## src/rtl/mips16_pkg.sv

```systemverilog
// Shared MIPS16 definitions: bus widths, memory-op opcodes and the data-memory responder state encoding.
package mips16_pkg;

  localparam int unsigned DATA_W_DEF = 16;
  localparam int unsigned ADDR_W_DEF = 16;

  localparam logic [2:0] OP_ADDI = 3'b001;
  localparam logic [2:0] OP_SW   = 3'b100;
  localparam logic [2:0] OP_LW   = 3'b101;

  typedef enum logic [1:0] {
    IDLE = 2'd0,
    WAIT = 2'd1,
    RESP = 2'd2
  } dmem_state_t;

endpackage

```

## src/rtl/mips16_dmem_array.sv

```systemverilog
// DEPTH x DATA_W data storage: one synchronous write port, one asynchronous read port, async clear on rst.
module mips16_dmem_array #(
  parameter int unsigned DATA_W = 16,
  parameter int unsigned DEPTH  = 16,
  localparam int unsigned IDX_W = (DEPTH > 1) ? $clog2(DEPTH) : 1
) (
  input  logic              clk,
  input  logic              rst,
  input  logic              we,
  input  logic [IDX_W-1:0]  waddr,
  input  logic [DATA_W-1:0] wdata,
  input  logic [IDX_W-1:0]  raddr,
  output logic [DATA_W-1:0] rdata_c
);

  logic [DATA_W-1:0] mem [DEPTH];

  always_ff @(posedge clk or negedge rst) begin
    if (!rst) begin
      for (int unsigned k = 0; k < DEPTH; k++) begin
        mem[IDX_W'(k)] <= '0;
      end
    end else if (we) begin
      mem[waddr] <= wdata;
    end
  end

  assign rdata_c = mem[raddr];

endmodule

```

## src/rtl/mips16_dmem_responder.sv

```systemverilog
// Data-memory responder for the MIPS16 LW/SW path: one request at a time, WAIT_CYCLES of latency, then a response.
// Build option: MIPS16_DMEM_WRITE_ACK_EN makes stores return a response beat; otherwise stores are posted.
module mips16_dmem_responder
  import mips16_pkg::*;
#(
  parameter int unsigned DATA_W      = DATA_W_DEF,
  parameter int unsigned ADDR_W      = ADDR_W_DEF,
  parameter int unsigned DEPTH       = 16,
  parameter int unsigned WAIT_CYCLES = 1
) (
  input  logic              clk,
  input  logic              rst,
  input  logic              req_valid,
  output logic              req_ready,
  input  logic              req_write,
  input  logic [ADDR_W-1:0] req_addr,
  input  logic [DATA_W-1:0] req_wdata,
  output logic              rsp_valid,
  input  logic              rsp_ready,
  output logic [DATA_W-1:0] rsp_rdata,
  output logic              rsp_err
);

  localparam int unsigned IDX_W = (DEPTH > 1) ? $clog2(DEPTH) : 1;
  localparam int unsigned CNT_W = 4;

  dmem_state_t       state;
  dmem_state_t       state_nxt;
  logic [CNT_W-1:0]  cnt;
  logic              wr_q;
  logic [ADDR_W-1:0] addr_q;
  logic [DATA_W-1:0] wdata_q;

  logic              accept_c;
  logic              access_c;
  logic              acc_write_c;
  logic [ADDR_W-1:0] acc_addr_c;
  logic [DATA_W-1:0] acc_wdata_c;
  logic              in_range_c;
  logic              mem_we_c;
  logic              rsp_beat_c;
  logic [DATA_W-1:0] mem_rdata_c;

  mips16_dmem_array #(
    .DATA_W (DATA_W),
    .DEPTH  (DEPTH)
  ) u_array (
    .clk     (clk),
    .rst     (rst),
    .we      (mem_we_c),
    .waddr   (acc_addr_c[IDX_W-1:0]),
    .wdata   (acc_wdata_c),
    .raddr   (acc_addr_c[IDX_W-1:0]),
    .rdata_c (mem_rdata_c)
  );

  // With zero wait cycles the access uses the live request, otherwise the latched copy.
  always_comb begin
    accept_c    = req_valid && req_ready && (state == IDLE);
    acc_write_c = (state == IDLE) ? req_write : wr_q;
    acc_addr_c  = (state == IDLE) ? req_addr  : addr_q;
    acc_wdata_c = (state == IDLE) ? req_wdata : wdata_q;
    access_c    = ((state == WAIT) && (cnt == CNT_W'(1))) || (accept_c && (WAIT_CYCLES == 0));
    in_range_c  = acc_addr_c < ADDR_W'(DEPTH);
    mem_we_c    = access_c && acc_write_c && in_range_c;
`ifdef MIPS16_DMEM_WRITE_ACK_EN
    rsp_beat_c  = 1'b1;
`else
    rsp_beat_c  = !acc_write_c;
`endif
    state_nxt = state;
    case (state)
      IDLE: begin
        if (accept_c) begin
          if (WAIT_CYCLES == 0) state_nxt = rsp_beat_c ? RESP : IDLE;
          else                  state_nxt = WAIT;
        end
      end
      WAIT: begin
        if (cnt == CNT_W'(1)) state_nxt = rsp_beat_c ? RESP : IDLE;
      end
      RESP: begin
        if (rsp_ready) state_nxt = IDLE;
      end
      default: state_nxt = IDLE;
    endcase
  end

  always_ff @(posedge clk or negedge rst) begin
    if (!rst) begin
      state     <= IDLE;
      req_ready <= 1'b0;
      rsp_valid <= 1'b0;
      rsp_rdata <= '0;
      rsp_err   <= 1'b0;
      cnt       <= '0;
      wr_q      <= 1'b0;
      addr_q    <= '0;
      wdata_q   <= '0;
    end else begin
      state     <= state_nxt;
      req_ready <= (state_nxt == IDLE);
      if (accept_c) begin
        wr_q    <= req_write;
        addr_q  <= req_addr;
        wdata_q <= req_wdata;
        cnt     <= CNT_W'(WAIT_CYCLES);
      end else if ((state == WAIT) && (cnt != '0)) begin
        cnt <= cnt - CNT_W'(1);
      end
      if (access_c) begin
        rsp_valid <= rsp_beat_c;
        rsp_rdata <= (!acc_write_c && in_range_c) ? mem_rdata_c : '0;
        rsp_err   <= rsp_beat_c && !in_range_c;
      end else if ((state == RESP) && rsp_ready) begin
        rsp_valid <= 1'b0;
      end
    end
  end

endmodule

```

## config.mk

```make
export PLATFORM = sky130hd
export DESIGN_NAME = mips16_dmem_responder
export DESIGN_NICKNAME = d
export VERILOG_FILES = /design/src/rtl/mips16_pkg.sv /design/src/rtl/mips16_dmem_array.sv /design/src/rtl/mips16_dmem_responder.sv
export SDC_FILE = /design/constraint.sdc
export NUM_CORES = 1
export LEC_CHECK = 0
export ABC_CLOCK_PERIOD_IN_PS = 3000
export CAP_MARGIN = 30
export CORE_AREA = 2 2 161 163
export CTS_BUF_LIST = sky130_fd_sc_hd__clkbuf_8
export CTS_CLUSTER_SIZE = 40
export DETAILED_ROUTE_END_ITERATION = 10
export DIE_AREA = 0 0 163 165
export GPL_ROUTABILITY_DRIVEN = 0
export HOLD_SLACK_MARGIN = 0.15
export PLACE_DENSITY = 0.84
export SLEW_MARGIN = 20
export SYNTH_ARGS = -nofsm -noshare
export SYNTH_HDL_FRONTEND = slang
export SYNTH_SLANG_ARGS = --single-unit
```

## constraint.sdc

```tcl
create_clock -name clk -period 3 [get_ports clk]
set_input_delay 0.6 -clock clk [delete_from_list [all_inputs] [get_ports clk]]
set_output_delay 0.6 -clock clk [all_outputs]
set_load 0.02 [all_outputs]
```

==> Word-level counts from Yosys, hierarchy flattened <==
Index checks and enable logic that the tools add are counted.
{ "word_totals": {"output_inout_bits": 19, "elab_cells": 69, "inputBits": 37, "regBits": 314} }
{ "op_classes": {"n_bitwise": 1, "reduce_logical": 17, "n_mux": 19, "addsub": 1, "n_eq_ne": 3, "magnitude_cmp": 3} }
{ "op_table": {"columns": ["op", "count"], "rows": [
  ["$bwmux W256", 1],
  ["$mux W16", 6],
  ["$bmux W16 S4", 1],
  ["$demux W16 S4", 1],
  ["$lt A16 B5 Y1 const B", 1],
  ["$logic_and A1 B1 Y1", 10],
  ["$mux W2", 4],
  ["$mux W4", 2],
  ["$pmux W2 S3", 1],
  ["$ge A5 B5 Y1 const B", 1],
  ["$lt A5 B1 Y1 const B", 1],
  ["$not A4 Y5", 1],
  ["$eq A4 B1 Y1 const B", 1],
  ["$logic_not A2 Y1", 2],
  ["$reduce_bool A2 Y1", 2],
  ["$reduce_bool A4 Y1", 1],
  ["$sub A4 B1 Y4 const B", 1],
  ["$mux W1", 3],
  ["$eq A2 B1 Y1 const B", 1],
  ["$eq A2 B2 Y1 const B", 1],
  ["$logic_not A1 Y1", 2]
]} }

==> Logic depth before layout (Yosys ltp) <==
Gate-level depths: netlist of run 1.
{ "depth": {"ltp_word": 8, "ltp_mapped": 10, "depth_no_buf": 8} }

==> Cells and area by module <==
From an unflattened synthesis of run 1, not the netlist that was laid out.
{ "hier_totals": {"hier_cells": 981, "hier_area_um2": 14303.7} }
{ "modules_own_cells": {"columns": ["module", "instances", "area_per_inst_um2", "cells_each", "seq_area_each_um2"], "rows": [
  ["mips16_dmem_array", 1, 11607.4, 712, 6406.1],
  ["mips16_dmem_responder", 1, 2696.3, 269, 1451.4]
]} }

==> Worst setup path after synthesis of run 1 <==
No wires, ideal clock.
{ "synth_path": {"kind": "reg-to-reg", "from": "register state[0]", "to": "register u_array.mem[233] (netlist name)", "setup_time_ns": 0.135, "path_slack_ns": 0.888, "path_stages_with_launch": 9, "t_required_ns": 2.865, "path_buffers": 5, "arrival_ns": 1.978, "period_less_slack_ns": 2.112, "path_cell_list": "dfrtp_1 buf_6 nor2_4 buf_4 buf_4 buf_6 mux2i_1 buf_2 o21ai_0"} }
{ "synth_between": {"elab_chain_len": 8, "word_cells_on_any_way": 16, "classes_between": "3 x order compare; 1 x eq/ne; 6 x mux; 1 x bitwise; 5 x reduce/logical"} }
{ "synth_rtl": {"columns": ["item", "line", "rtl"], "rows": [
  ["from (decl)", "mips16_dmem_responder.sv:27", "dmem_state_t state;"],
  ["from (signal assigned)", "mips16_dmem_responder.sv:101", "state <= state_nxt;"],
  ["$logic_not A2 Y1", "mips16_dmem_responder.sv:60, mips16_dmem_responder.sv:61, mips16_dmem_responder.sv:62", null],
  ["$mux W16", "mips16_dmem_responder.sv:61", "acc_addr_c = (state == IDLE) ? req_addr : addr_q;"],
  ["$not A4 Y5 (implied by the code)", "mips16_dmem_array.sv:24", "mem[waddr] <= wdata;"],
  ["$ge A5 B5 Y1 (implied by the code) / $lt A5 B1 Y1 (equally long branches)", "mips16_dmem_array.sv:24", null],
  ["$logic_and A1 B1 Y1 (implied by the code)", "mips16_dmem_array.sv:24", null],
  ["$mux W16 (implied by the code)", "mips16_dmem_array.sv:24", null],
  ["$demux W16 S4", "mips16_dmem_array.sv:24", null],
  ["$bwmux W256", "mips16_dmem_array.sv:24", null],
  ["to (signal, indexed assignment)", "mips16_dmem_array.sv:24", null],
  ["to (decl)", "mips16_dmem_array.sv:16", "logic [DATA_W-1:0] mem [DEPTH];"]
]} }
Several ways; a longest one is shown, not always the timed one.
A chain may end at the register's enable or synchronous reset.

==> Final worst setup path of run 1 <==
{ "layout_path": {"from": "register state[0]", "to": "register rsp_rdata[5]"} }
{ "layout_between": {"elab_chain_len": 7, "word_cells_on_any_way": 13, "classes_between": "1 x order compare; 1 x eq/ne; 6 x mux; 1 x bitwise; 4 x reduce/logical"} }
{ "layout_rtl": {"columns": ["item", "line", "rtl"], "rows": [
  ["branches (longest 7 deep; another with $lt A16 B5 Y1)", null, null],
  ["to (signal assigned)", "mips16_dmem_responder.sv:113", "rsp_rdata <= (!acc_write_c && in_range_c) ? mem_rdata_c : '0;"],
  ["to (decl)", "mips16_dmem_responder.sv:20", "output logic [DATA_W-1:0] rsp_rdata,"]
]} }
Parallel ways; which one is timed is not known. The select of a mux whose other input is x is not followed.

==> results of run 1 <==
## power by group
part,leakage (nW),switching (mW),internal [mW],total (mW)
registers,4.32,0.290,4.61,4.90
logic,2.19,3.33,1.73,5.05
clock network,0.584,1.64,2.08,3.72
total,7.09,5.26,8.41,13.7
## worst max path at each step
stage                start                to  slack, ns  cells after the start
6_report          state[0]      rsp_rdata[5]       0.36                      8
4_1_cts           state[0]      rsp_rdata[5]       0.36                      8
5_1_grt           state[0]      rsp_rdata[5]       0.22                      8
3_5_place_dp   req_addr[0]      rsp_rdata[5]       0.02                      8
3_3_place_gp   req_addr[0]      rsp_rdata[5]       0.09                      8
2_1_floorplan     state[0]  u_array.mem[233]       0.89                      8
## routing by layer
layer,GRT usage (%),vias up
met5,0,-
met4,11.7,0
met3,4.90,118
met2,44.7,544
met1,35.0,5303
li1,-,4964
## state kept, by name (all words and copies together) (netlist names)
signal	cells
state	2
rsp_valid	1
addr_q	16
rsp_rdata	16
req_ready	1
rsp_err	1
wr_q	1
cnt	4
u_array.mem	256
wdata_q	16
## layout make-up
class	count	share of cell area, %
Inverter	5	0.120
Timing Repair Buffer	115	7.50
Clock buffer	71	6.25
Tap cell	330	2.64
Multi-Input combinational cell	952	32.8
Sequential cell	314	50.3
Clock inverter	15	0.424
## worst reg2reg max path, stage by stage, from the launching register on
cell     delay [ns]
dfrtp_1        0.50
nor2_4         0.19
buf_4          0.28
o31a_2         0.45
buf_4          0.35
o22ai_1        0.12
o21ai_0        0.26
nand4_1        0.20
o21ai_1        0.20
## cell usage in the layout, fill, tap and decap left out, types with 8 or more instances in the layout
cell,instances
clkdlybuf4s50_1,54
mux2i_1,16
o21ai_2,55
nand3_4,10
nand2_1,327
buf_12,13
inv_1,15
buf_4,46
clkbuf_8,71
nand4_1,15
o21ai_1,88
dfrtp_1,314
o21ai_0,146
a21oi_1,52
o22ai_1,120
a22oi_1,8
nor2_1,54
nand3_1,8
## through the flow
stage | cell area [sq um] | setup WS, ns | utilization (%)
floorplan | 13700 | 0.888 | -
global placement | 14600 | 0.0880 | 58.2
detailed placement | 14600 | 0.0154 | 58.2
CTS | 15600 | 0.360 | 62.4
global route | 15600 | 0.216 | 62.4
finish | 15600 | 0.364 | 62.4
## cell families after synthesis
family,share of synthesized area [%]
AO/OA/AOI/OAI,21.1
XOR/XNOR,0.191
adder cells (fa/ha/maj),0.182
buffers and inverters,5.72
flip-flops,57.2
multiplexers,1.25
AND/OR/NAND/NOR,14.3
==> run metrics, run 1 <==
first-pass GRT wire length=~57000 microns; max-slew violations=0; worst hold path depth=2; core box area=about 25000 sq um; Nets=between 1k and 1.5k; met3 wire len=between 2000 and 3000 microns; routed length on met1=13900 microns; IO Count=between 50 and 60; worst skew pair latency=about 0.58 ns; Final Instance Count excl. Fillers=between 1.5k and 2k; worst reg2reg path startpoint=state[0]; FP Rows=between 50 and 60; R2R cell count=8; gr ovfl total=0; count leader, synth=nand2_1; largest net degree at the start of global routing=76; CP Data Required Time=between 3 and 4 ns; Residual DRC=0; status=completed; clk buf depth=3; Final HPWL DP=21400 microns; CP max FO=18; H-tree lvl count=2; measured slew at the worst slew-check pin=0.903 ns; cell at the slowest stage of the critical path=dfrtp_1; Post-CTS Setup Inserts=0; top post-synthesis cells by count=nand2_1 (327), dfrtp_1 (314), o21ai_0 (146), o22ai_1 (120), o21ai_1 (88); Tot GR Track Use=a little over a quarter; Mapped Cells=1387; Leak=between 7 and 8 nW; Fin Clk Skew=about 0.016 ns; WP data arrival=a little over 3 ns; Most Frequent Cell on Critical Path=buf_4; CP Launch Type=flop; cell area after synthesis=13700 sq um; CTS tree=built; clk root buf=clkbuf_8; Ant. Diodes=0; register area=7860 sq um; Routed WL per cell=around 19 microns; via total after detailed routing=around 11k; Die ar.=approximately 27000 sq um; EDFF count, synth=0; remaining antenna violation count after routing=0; Top Family by Delay on Critical Path=compound AO/OA/AOI/OAI gates; PortBufs=55; Tcrit/Tclk final=roughly 90%; synth top area cells=dfrtp_1 (57%), nand2_1 (8.9%), o22ai_1 (5.5%), o21ai_0 (5.3%), o21ai_2 (3.5%); Yosys Warn Count=0; setup TNS=0 ns; Setup Viol. Count Final=0; Synth top area share=between 50% and 60%; ys async rst share=100%; Die Y=around 170 microns; min-delay src=wdata_q[4]; via/cell ratio=just over 6; DR WL met2=~17000 microns; Filler cells=between 1.5k and 2k; RSZ-0062 raised after global routing=no; total power=~14 mW; distinct cell type count after synthesis=51; Synth Area per Inst=between 9 and 10 sq um; Resized cells post-CTS=0; CTS Sinks=between 300 and 400; total CTS buffers=48; DR iter-0 viols=~1.1k; setup slack, reg-to-reg=~0.36 ns; vias in the first global route=about 11k; initial antenna violation count=0; worst min path class=reg2reg; max frequency=approximately 0.38 GHz; Crit Path Class=reg2reg; Slew headroom=roughly two fifths; total of max-cap violations=0; minimum clock period=between 2 and 3 ns; CP Cell Sequence=nor2_4 -> buf_4 -> o31a_2 -> buf_4 -> o22ai_1 -> o21ai_0 -> nand4_1 -> o21ai_1; post-synthesis sequential area ratio=57.2%; Crit. End Element=flop; CP Buf/Inv Count=2; final hold vios=0; Initial Utilization=54.8%; Pre-antenna DRT Iters=5; syn_nets=between 1k and 1.5k; Reg-to-Reg End=rsp_rdata[5]; area occupied by multi-input gates=approximately 5000 sq um; #FFs+latches synth=approximately 310; Post-Place Cells=1715; VDD IR max=between 0.5 and 0.6 mV; hold worst-path end=wdata_q[4]; Worst path max stage delay=0.50 ns; Layout area overhead=13.8%; P per Cell Area=slightly below 900 nW/um^2; Yosys top cell by area=dfrtp_1; layout cells sized above 1=around 15%; Hold WS=~0.47 ns; hold_buf cts=1; top layer in use=met4; Synth Flop Type=dfrtp_1; clock transition at the registers of the reported paths=about 0.060 ns; final wirelength=35000 microns; Die Wd=163 microns
No activity file was read; power rests on OpenSTA's default activity.
==> run 2, diff against run 1 <==
--- a/config.mk
+++ b/config.mk
@@ -5,8 +5,8 @@
 export SDC_FILE = /design/constraint.sdc
 export NUM_CORES = 1
 export LEC_CHECK = 0
-export ABC_CLOCK_PERIOD_IN_PS = 3000
-export CAP_MARGIN = 30
+export ABC_CLOCK_PERIOD_IN_PS = 3250
+export CAP_MARGIN = 20
 export CORE_AREA = 2 2 161 163
 export CTS_BUF_LIST = sky130_fd_sc_hd__clkbuf_8
 export CTS_CLUSTER_SIZE = 40
==> constraint.sdc (replaced) <==
create_clock -name clk -period 3.25 [get_ports clk]
set_input_delay 0.65 -clock clk [delete_from_list [all_inputs] [get_ports clk]]
set_output_delay 0.65 -clock clk [all_outputs]
set_load 0.02 [all_outputs]
==> run 2 against run 1 <==
Effect of this change: critical path depth decreased by 1; via count hardly changed; power is 8.5% lower; global-route usage fell by 0.060 points; critical path type unchanged.
==> run metrics, run 2 (synthesis results as in run 1) <==
largest net degree at the start of global routing=86 (+13%); Crit. End Element=flop; layout cells sized above 1=14.0% (-0.85 points); initial antenna violation count=0 (unchanged); CP Buf/Inv Count=1 (-1); final wirelength=34700 microns (-0.77%); CP Launch Type=flop; Top reg by flops=u_array.mem; CTS tree=built; Post-DP Area=14500 sq um (-0.58%); minimum clock period=2.76 ns (+0.124 ns); Die Y=165 microns (unchanged); clk buf depth=3 (unchanged); Top Family by Delay on Critical Path=compound AO/OA/AOI/OAI gates; hold worst-path end=addr_q[12]; Crit Path Class=reg2reg; setup TNS=0 ns (unchanged); Reg-to-Reg End=rsp_rdata[7]; WP data arrival=3.26 ns (+0.16 ns); total CTS buffers=50 (+4.2%); total of max-cap violations=0 (unchanged); Die ar.=26900 sq um (unchanged); Nets=1467 (-0.54%); RSZ-0062 raised after global routing=no; clock transition at the registers of the reported paths=0.06 ns (about the same); worst skew pair latency=0.59 ns (about the same); remaining antenna violation count after routing=0 (unchanged); commonest non-fill, non-tap cell in the layout=nand2_1; max-slew violations=0 (unchanged); Final HPWL DP=21200 microns (-1.2%); gr ovfl total=0 (unchanged); Pre-antenna DRT Iters=9 (+4); Residual DRC=0 (unchanged); R2R cell count=7 (-1); Die Wd=163 microns (unchanged); clk root buf=clkbuf_8; PortBufs=55 (unchanged); CTS Sinks=314 (unchanged); Fin Clk Skew=0.0234 ns (+0.00768 ns); core box area=25000 sq um (unchanged); flip-flop count of the largest register after layout=256 (unchanged); commonest non-fill, non-tap cells in the layout=nand2_1 (327), dfrtp_1 (314), o21ai_0 (146); worst min path class=reg2reg; DR iter-0 viols=1317 (+24%); Layout area overhead=13.0%; setup slack, reg-to-reg=0.49 ns (+0.13 ns); P per Cell Area=806 nW/um^2 (-7.9%); Worst path max stage delay=0.56 ns (+0.06 ns); vias in the first global route=11.0k (+1.2%); IO Count=56 (unchanged); Routed WL per cell=19.3 microns (-0.60%); Tot GR Track Use=26.9% (-0.060 points); max frequency=0.362 GHz (-4.5%); worst reg2reg path startpoint=state[0]; measured slew at the worst slew-check pin=0.921 ns (+0.0178 ns); CP max FO=42 (+24); Setup Viol. Count Final=0 (unchanged); Leak=7.06 nW (-0.42%); min-delay src=addr_q[12]; via/cell ratio=6.08 (+0.19%); Resized cells post-CTS=0 (unchanged); Filler cells=1969 (+2.0%); CP Data Required Time=3.75 ns (+0.28 ns); H-tree lvl count=2 (unchanged); FP Rows=58 (unchanged); total power=12.5 mW (-8.5%); Design Area, Final=15500 sq um (-0.68%); cell at the slowest stage of the critical path=o31a_2; Ant. Diodes=0 (unchanged); worst hold path depth=2 (unchanged); status=completed; Slew headroom=38.4% (-1.2 points); final hold vios=0 (unchanged); VDD IR max=0.636 mV (+13%); via total after detailed routing=10.9k (+0.018%); Post-CTS Setup Inserts=0 (unchanged); CP Cell Sequence=nor2_4 -> o31a_2 -> buf_12 -> o22ai_1 -> o21ai_0 -> nand4_1 -> o21ai_1; first-pass GRT wire length=56900 microns (-0.39%); Initial Utilization=54.8% (unchanged); hold_buf cts=1 (unchanged); Tcrit/Tclk final=84.9% (-2.9 points)
-- run 2: changes by cell type in the layout (fill, tap and decap cells not counted), sizes merged --
cell | previous run | this run
clkinvlp | 0 | 3
clkbuf | 71 | 65
buf | 60 | 50
inv | 16 | 26
-- run 2: layer usage --
metal,global-route usage (%),part of all wire [%],vias up
met5,0,0,-
met4,12.3,3.4,0
met3,4.37,7.7,91
met2,44.1,48,528
met1,35.5,41,5330
li1,-,-,4982
-- run 2: worst max-delay path by stage --
| stage | start | end | slack, ns | cells after the start |
|---|---|---|---|---|
| after global routing | state[0] | u_array.mem[79] | 0.37 | 6 |
| after CTS | state[0] | u_array.mem[191] | 0.55 | 6 |
| after global placement | req_addr[0] | rsp_rdata[7] | 0.27 | 8 |
| final | state[0] | rsp_rdata[7] | 0.49 | 7 |
| after floorplan | req_addr[0] | u_array.mem[22] | 1.14 | 7 |
| after detailed placement | req_addr[15] | u_array.mem[95] | 0.18 | 7 |
-- run 2: layout make-up --
| class | count | area [sq um] | share of cell area, % |
|---|---|---|---|
| multi-input combinational | 952 | 5110 | 32.9 |
| inverter | 5 | 18.8 | 0.121 |
| clock buffer | 65 | 895 | 5.77 |
| clock inverter | 28 | 126 | 0.814 |
| sequential | 314 | 7860 | 50.6 |
| timing repair buffer | 105 | 1100 | 7.06 |
| tap | 330 | 413 | 2.66 |
-- run 2: worst min-delay path, cell delays in order, from the launching register on --
cell	delay, ns
dfrtp_1	0.33
nand2_1	0.05
nand2_1	0.05
-- run 2: where the power goes --
part | total, mW | switching (mW) | internal, mW | leakage [nW]
logic | 4.64 | 3.05 | 1.59 | 2.15
registers | 4.52 | 0.261 | 4.26 | 4.32
clock network | 3.34 | 1.55 | 1.79 | 0.594
-- run 2: per-stage QoR --
stage / cells / hold WS, ns / utilization [%] / setup WS [ns]
after floorplan: 1387 / 0.354 / - / 1.14
after global placement: 1705 / 0.453 / 57.9 / 0.274
after detailed placement: 1705 / 0.456 / 57.9 / 0.178
after CTS: 1799 / 0.469 / 62.0 / 0.546
after global routing: 1799 / 0.494 / 62.0 / 0.368
final: 1799 / 0.468 / 62.0 / 0.490
==> RTL edit: new RTL, flow settings as in run 1 <==
Change the parameter `WAIT_CYCLES` from 1 to 0.
--- a/src/rtl/mips16_dmem_responder.sv
+++ b/src/rtl/mips16_dmem_responder.sv
@@ -8,3 +8,3 @@
   parameter int unsigned DEPTH       = 16,
-  parameter int unsigned WAIT_CYCLES = 1
+  parameter int unsigned WAIT_CYCLES = 0
 ) (
Function: changed (Yosys sat finds a counterexample within 4 cycles, from zero or initial values and one cycle with rst low).
==> RTL edit against run 1 <==
- sequential share of layout area down 1.2 points
- count of clock-buffer cells in the layout shrank 9
- largest cell class unchanged
- via count is 12% lower
- sequential cell count did not move
- worst setup slack worse by 40 ps
- wire length is essentially flat
- worst hold slack improved by 4.3 ps
- design area rose by 2.4%
- area after synthesis is essentially flat
- critical endpoint is now u_array.mem[100]
- critical path type unchanged
Power is not compared: it rests on default switching activity, and its combinational part moved more than twofold at a synthesized area within 25%.
==> RTL edit: results (changes against run 1) <==
Hold wc startpoint = rsp_rdata[4]
Synth top area share = 0.572 (about the same)
CTS Buf Count = 49 (+2.1%)
Largest net degree at the start of global routing = 83 (+9.2%)
Worst slew pin tran = 846 ps (-57.5 ps)
Cells after DPL = 1435 (-16%)
Cts hold-fix bufs = 1 (unchanged)
Critical Path Max Stage Delay = 530 ps (+30 ps)
Clock Skew = 20.7 ps (+4.93 ps)
FF-to-FF setup slack = 320 ps (-40 ps)
CP max FO = 22 (+4)
Fillers = 1853 (-4.0%)
Worst-Skew Late Latency = 580 ps (about the same)
Initial antenna violation count = 1 (+1)
Detailed placement HPWL = 22000 um (+2.9%)
First-pass GRT wire length = 55400 um (-3.1%)
Ys async rst share = 1.00 (unchanged)
Most common library cells after synthesis = dfrtp_1, mux2_2, o22ai_1, nand2_1, o21ai_0
Share of layout cells above drive strength 1 = 0.374 (+0.226)
Vias per std cell = 6.33 (+4.4%)
Crit-path slowest cell = or2_2
Hold Path Sink = rsp_rdata[4]
Synth Net Count = 1107 (-22%)
R2r endpoint = u_array.mem[100]
Routed WL = 35000 um (about the same)
Starting DRC count in detailed routing = 764 (-28%)
Synth area leaders = dfrtp_1, mux2_2, o22ai_1
# nets final = 1197 (-19%)
Root Driver = clkbuf_8
Seq/Total Area, Yosys = 0.572 (about the same)
Largest register FFs = 256 (unchanged)
Vias in the first global route = 10000 (-7.7%)
Via count = 9635 (-12%)
Synthesized area per cell = 12.9 um^2 (+30%)
Status = completed
GR Util All Layers = 0.268 (-0.00158)
Synth unique cells = 44 (-14%)
WP data arrival = 3130 ps (+30 ps)
[RTL edit: cell types whose count changed after synthesis, sizes merged, moves of 16 or more]
| cell | delta |
|---|---|
| nand2 | -252 |
| o21ai | -224 |
| mux2i | -16 |
| a21oi | -50 |
| clkbuf | +24 |
| mux2 | +288 |
| nor2 | -32 |
| buf | -57 |
[RTL edit: power by group through the flow]
stage / registers, mW / clock network, mW / logic [mW]
CTS: 4.52 / 3.52 / 1.87
floorplan: 4.58 / 0 / 1.10
global placement: 4.58 / 0 / 1.81
detailed placement: 4.60 / 0 / 1.85
finish: 4.53 / 3.47 / 1.88
global route: 4.54 / 3.71 / 2.02
[RTL edit: layout make-up]
type	count	area share
timing repair buffer	122	0.0788
clock inverter	24	0.00657
sequential	314	0.491
clock buffer	62	0.0533
multi-input combinational	666	0.343
tap	330	0.0258
inverter	4	0.000939
[RTL edit: stage by stage]
step	area, um^2	setup slack [ps]	hold WS (ps)	util
final	16000	325	477	0.639
after detailed placement	15000	77.2	472	0.600
after global routing	16000	249	512	0.639
after floorplan	13700	549	304	-
after CTS	16000	388	486	0.639
after global placement	15000	104	461	0.600
[RTL edit: worst max-delay path by stage]
stage | from | end | slack [ps]
after detailed placement | req_addr[0] | rsp_rdata[1] | 80
after global placement | req_addr[8] | u_array.mem[104] | 100
after global routing | state[0] | u_array.mem[99] | 250
final | state[0] | u_array.mem[100] | 320
after CTS | state[0] | u_array.mem[111] | 390
after floorplan | cnt[1] | u_array.mem[208] | 550
[RTL edit: kinds of logic (layout without fill, tap and decap cells)]
logic type | Yosys count | after routing | synth area share
XOR/XNOR | 3 | 3 | 0.00191
AND/OR/NAND/NOR | 145 | 145 | 0.0519
AO/OA/AOI/OAI | 226 | 226 | 0.102
adder cells (fa/ha/maj) | 3 | 3 | 0.00273
multiplexers | 289 | 289 | 0.240
flip-flops | 314 | 314 | 0.572
buffers and inverters | 87 | 212 | 0.0292
[RTL edit: critical path: cells and delay by family, from the launching register on]
| kind | cells | cell delay (ps) |
|---|---|---|
| flops | 1 | 510 |
| mux | 1 | 370 |
| buf+inv | 1 | 330 |
| simple gates | 4 | 1330 |
[RTL edit: per-layer routing]
| layer | share of wire | vias to the layer above | global-route usage |
|---|---|---|---|
| li1 | - | 4135 | - |
| met1 | 0.40 | 5008 | 0.346 |
| met2 | 0.50 | 390 | 0.448 |
| met3 | 0.067 | 102 | 0.0470 |
| met4 | 0.034 | 0 | 0.118 |
| met5 | 0 | - | 0 |
